--- src/rtl/revaluate_stage_pkg.sv ---
// Shared constants, FSM encoding and 5x5 plane indexing for the chi (revaluate) stage.
package revaluate_stage_pkg;

    localparam int LINES_DEF = 64;
    localparam int WIDTH_DEF = 25;
    localparam int PLANE     = 5;

    typedef enum logic [1:0] {
        IDLE  = 2'd0,
        RUN   = 2'd1,
        FLUSH = 2'd2,
        DONE  = 2'd3
    } state_t;

    // Lane (x, y) of a slice lives at bit 5*y + x.
    function automatic int bit_idx(input int x, input int y);
        return PLANE * y + x;
    endfunction

endpackage

--- src/rtl/chi_slice.sv ---
// Combinational chi step on one 5x5 slice: each row is mixed independently, no carries.
module chi_slice
    import revaluate_stage_pkg::*;
(
    input  logic [WIDTH_DEF-1:0] slice_in,
    output logic [WIDTH_DEF-1:0] slice_out
);

    always_comb begin
        slice_out = '0;
        for (int y = 0; y < PLANE; y++) begin
            for (int x = 0; x < PLANE; x++) begin
                slice_out[bit_idx(x, y)] = slice_in[bit_idx(x, y)]
                    ^ (~slice_in[bit_idx((x + 1) % PLANE, y)]
                       & slice_in[bit_idx((x + 2) % PLANE, y)]);
            end
        end
    end

endmodule

--- src/rtl/revaluate_stage.sv ---
// Streams one full state through chi: reads LINES slices from upstream, writes results
// one cycle later to the output port and to an internal buffer read by the next stage.
module revaluate_stage
    import revaluate_stage_pkg::*;
#(
    parameter int LINES = LINES_DEF,
    parameter int WIDTH = WIDTH_DEF,
    localparam int CW   = $clog2(LINES)
) (
    input  logic             clk,
    input  logic             rst,
    input  logic             start,
    input  logic [WIDTH-1:0] line_in,
    output logic [CW-1:0]    cnt_value,
    output logic             write_enable,
    output logic [CW-1:0]    write_addr,
    output logic [WIDTH-1:0] write_value,
    input  logic [CW-1:0]    rd_addr,
    output logic [WIDTH-1:0] rd_data,
    output logic             busy,
    output logic             donee,
    output state_t           state_dbg
);

    // Handshake: start is a level request sampled only in IDLE; write_enable qualifies
    // write_addr/write_value for exactly the cycles it is high; donee is a one-cycle pulse.

    state_t            state, state_nxt;
    logic [CW-1:0]     cnt;
    logic              cnt_last;
    logic              wr_en;
    logic [CW-1:0]     wr_addr;
    logic [WIDTH-1:0]  wr_val;
    logic [WIDTH-1:0]  chi_out;
    logic [WIDTH-1:0]  res_buf [LINES];

    assign cnt_last = (cnt == CW'(LINES - 1));

    chi_slice u_chi (
        .slice_in  (line_in),
        .slice_out (chi_out)
    );

    always_ff @(posedge clk or negedge rst) begin
        if (!rst) begin
            state <= IDLE;
        end else begin
            state <= state_nxt;
        end
    end

    always_comb begin
        state_nxt = state;
        busy      = 1'b0;
        donee     = 1'b0;
        case (state)
            IDLE: begin
                if (start) state_nxt = RUN;
            end
            RUN: begin
                busy = 1'b1;
                if (cnt_last) state_nxt = FLUSH;
            end
            FLUSH: begin
                busy      = 1'b1;
                state_nxt = DONE;
            end
            DONE: begin
                donee     = 1'b1;
                state_nxt = IDLE;
            end
            default: state_nxt = IDLE;
        endcase
    end

    // One-stage pipeline: the slice read in this RUN cycle is written in the next cycle.
    always_ff @(posedge clk or negedge rst) begin
        if (!rst) begin
            cnt     <= '0;
            wr_en   <= 1'b0;
            wr_addr <= '0;
            wr_val  <= '0;
        end else begin
            wr_en <= (state == RUN);
            if (state == RUN) begin
                wr_addr <= cnt;
                wr_val  <= chi_out;
                cnt     <= cnt_last ? '0 : cnt + CW'(1);
            end else begin
                cnt <= '0;
            end
        end
    end

    // Result buffer survives reset; reads see the pre-write contents during a write.
    always_ff @(posedge clk) begin
        if (wr_en) begin
            res_buf[wr_addr] <= wr_val;
        end
    end

    assign rd_data      = res_buf[rd_addr];
    assign cnt_value    = cnt;
    assign write_enable = wr_en;
    assign write_addr   = wr_addr;
    assign write_value  = wr_val;
    assign state_dbg    = state;

endmodule

--- config.mk ---
export PLATFORM = sky130hd
export DESIGN_NAME = revaluate_stage
export DESIGN_NICKNAME = d
export VERILOG_FILES = /design/src/rtl/revaluate_stage_pkg.sv /design/src/rtl/chi_slice.sv /design/src/rtl/revaluate_stage.sv
export SDC_FILE = /design/constraint.sdc
export NUM_CORES = 1
export LEC_CHECK = 0
export CAP_MARGIN = 20
export CORE_MARGIN = 3
export CORE_UTILIZATION = 23
export DETAILED_ROUTE_END_ITERATION = 10
export SYNTH_ARGS = -nofsm -noshare
export SYNTH_HDL_FRONTEND = slang
export SYNTH_HIERARCHICAL = 1
export SYNTH_SLANG_ARGS = --single-unit
--- constraint.sdc ---
create_clock -name clk -period 3.7 [get_ports clk]
set_input_delay 0.925 -clock clk [delete_from_list [all_inputs] [get_ports clk]]
set_output_delay 0.925 -clock clk [all_outputs]
set_load 0.01 [all_outputs]
==> impl_metrics.ini <==
[layout]
syn2layout_area_growth_pct = 25.39
drive_gt1_frac = 0.3736
fillCellCount = 26617
postLayoutCellArea_sq_mm = 0.07948
fin_nets = 3561

[placement]
dp_slack_ps = -1213
io_buffers = 100
dp_hpwl_mm = 109.8
placedInstanceArea_sq_mm = 0.07175
place.gp.congestion = 0.8008

[clock_tree]
clkTransAtPathRegs_ps = 60
cts_root_buf = clkbuf_16
clk_latency_ps = 790
tritoncts = built
hold_buffers = 0
cts.sinks = 1640
htree_levels = 4
clockBufferDepth = 3
numCtsBuffers = 165

[global_route]
antenna_found_initial = 8
grtUsageTotal = 0.1223
grt_pass1_wl_mm = 249.6
grt_overflow = 0
grt_pass1_vias = 33272
grt_max_degree = 66

[power_and_ir_drop]
p_per_area_mw_per_mm2 = 593.3
switching_share = 0.2639
p_comb_frac = 0.144
p_seq_frac = 0.514
peakVddDrop_v = 0.0006717
p_int_w = 0.03471
power_leakage_nw = 25.06
report.power.total_w = 0.04716
switching_power_w = 0.01244
pwr-share-clk = 0.341

[die]
fp-row-count = 192
die_area_sq_mm = 0.2819
die_w_microns = 531.0
core_area_sq_mm = 0.2739
die_h_microns = 531.0
initial_core_util = 0.2314
num_io_pins = 101

[yosys]
synthFlopType = edfxtp_1
synth-edff-count = 1600
syn_nets = 3003
synth_common_cells = edfxtp_1 (1600), mux4_2 (362), nand2_1 (141), nor2_1 (101), mux2i_1 (97)
synth.top_cell.area_share = 0.7580
ys_types = 48
ys_ff_latch = 1640
yosysMostFrequentCell = edfxtp_1
synth_area_sq_mm = 0.06338
yosys_warnings = 6
synthTopCellsByArea = edfxtp_1 (76%), mux4_2 (13%), dfrtp_1 (1.6%)
synth_async_sr_flop_share = 0.02439
syn_inst = 2964
seq_area_frac_synth = 0.7738
synth.largest_area_cell = edfxtp_1
avgSynthCellArea_sq_um = 21.38

[worst_setup_path]
worstSetupPathType = input pin to primary output
required_ps = 2770
end_kind = primary output
slowest_delay_ps = 480
worstPathMaxFanout = 8
timing.rr.end = res_buf[40][14]$_DFFE_PP_
critPathLaunchType = input pin
r2r_slack_ps = 660
r2r-start = write_addr[5]$_DFFE_PN0P_
cp_cell_sequence = buf_16 > buf_16 > buf_4 > mux4_2 > mux2_4 > o22ai_4 > o211ai_1 > a22o_2 > buf_6
startpoint = rd_addr[0]
crit_top_cell = buf_16
crit_slowest_cell = mux4_2
reg2regPathDepth = 3
cp.arrival_ps = 3240

[sta]
final_hold_viol_count = 0
fin_ws_ps = -462.7
period_share = 1.125
slew-limit-headroom = 0.3244
totalNegativeSetupSlack_ps = -7305
layout_min_cycle_time_ps = 4163
rsz0062_at_grt = true
skew_ps = 33.84
max_clock_freq_ghz = 0.2402
tightestPinTransition_ps = 1010
finalSetupViolCount = 25
maxSlewViolCount = 0
fin_hold_ws_ps = 102.8

[detailed_routing]
dr.pass1.iters = 5
ant_nets = 0
dr_total_vias = 32906
drcViolationCount = 0
via_per_inst = 4.543
drt-wirelength-per-cell_microns = 24.32
drt_iter0_drc = 3832
finalWirelength_mm = 176.2

[min_path]
hold_class = input pin to asynchronous set/reset pin

[run_status]
status = finished with violations
violations = negative setup slack

[job]
cap_violations = 0
## worst max-delay path by stage
stage	end	cells after the start	slack (ps)
after floorplan	rd_data[23]	7	280
after global placement	rd_data[9]	10	-1520
after detailed placement	rd_data[15]	11	-1210
after CTS	rd_data[12]	8	-440
after global routing	rd_data[4]	8	-500
final	rd_data[19]	9	-460
## per-layer routing
layer,global-route usage,part of all wire,up-vias
li1,-,-,13526
met1,0.1707,0.43,17876
met2,0.1924,0.47,1280
met3,0.02673,0.077,224
met4,0.03260,0.023,0
met5,0,0,-
## area by class of cell
type | count | area (sq um) | area share
flip-flops and latches | 1640 | 49080 | 0.6175
multi-input cells | 1154 | 14750 | 0.1856
repair buffers | 557 | 5964 | 0.07505
well taps | 3589 | 4491 | 0.05650
clock buffers | 212 | 4412 | 0.05551
clock inverters | 87 | 762.0 | 0.009588
inverters | 4 | 15.01 | 0.0001889
diodes | 1 | 2.502 | 0.00003149
## layout by cell type, fill, tap and decap left out, types with 14 or more instances in the layout
cell             count
edfxtp_1          1600
mux4_2             362
buf_4              327
clkbuf_16          172
nand2_1            115
mux2i_1             90
clkdlybuf4s50_1     68
buf_12              62
clkbuf_1            42
buf_6               41
nor2_1              37
clkinv_1            36
mux2_2              35
nand2b_1            33
nor2_2              32
nor2_4              32
a21oi_1             31
o211ai_1            27
nand2_2             26
xnor2_1             26
dfrtp_2             25
buf_16              24
o21ai_1             21
clkinv_2            19
nor2b_1             18
o221ai_1            15
o21ai_2             15
dfrtp_1             15
buf_2               15
a22oi_1             14
a211oi_2            14
buf_8               14
## kinds of logic (layout without fill, tap and decap cells)
family | Yosys count | in the layout | share of synthesized area
flops | 1640 | 1640 | 0.7738
mux | 506 | 506 | 0.1523
simple gates | 333 | 333 | 0.02308
compound gates | 282 | 282 | 0.03034
buf+inv | 170 | 860 | 0.01561
xor+xnor | 28 | 28 | 0.003869
fa+ha+maj | 5 | 5 | 0.0009870
other cells | 0 | 1 | 0
## worst max-delay path: cells and delay by family
kind,cells,cell delay (ps)
buf+inv,4,540
compound gates,3,940
mux,2,780
## registers in the layout (all words and copies together), names as in the netlist
name and flops:
write_addr 6, cnt_value 6, write_value 25, res_buf 1600, state_dbg 2, write_enable 1
## power by group through the flow
stage	logic [W]	clock network, W	registers [W]
after floorplan	0.00156	0	0.0255
after global placement	0.00619	0	0.0247
after detailed placement	0.00648	0	0.0247
after CTS	0.00677	0.0164	0.0243
after global routing	0.00728	0.0172	0.0243
final	0.00680	0.0161	0.0242
## timing repair
action,in CTS,in global routing
setup buffers,61,30
gates resized for setup,329,108
gates cloned,19,2
endpoints found under the setup margin,25,25
pin swaps,77,69
## through the flow
step,std cells,util
6_report,7244,0.2902
5_1_grt,7244,0.2902
4_1_cts,7224,0.2883
3_5_place_dp,6855,0.2620
3_3_place_gp,6854,0.2620
2_1_floorplan,2964,-
Note: power is estimated with default switching activity, not from simulation.
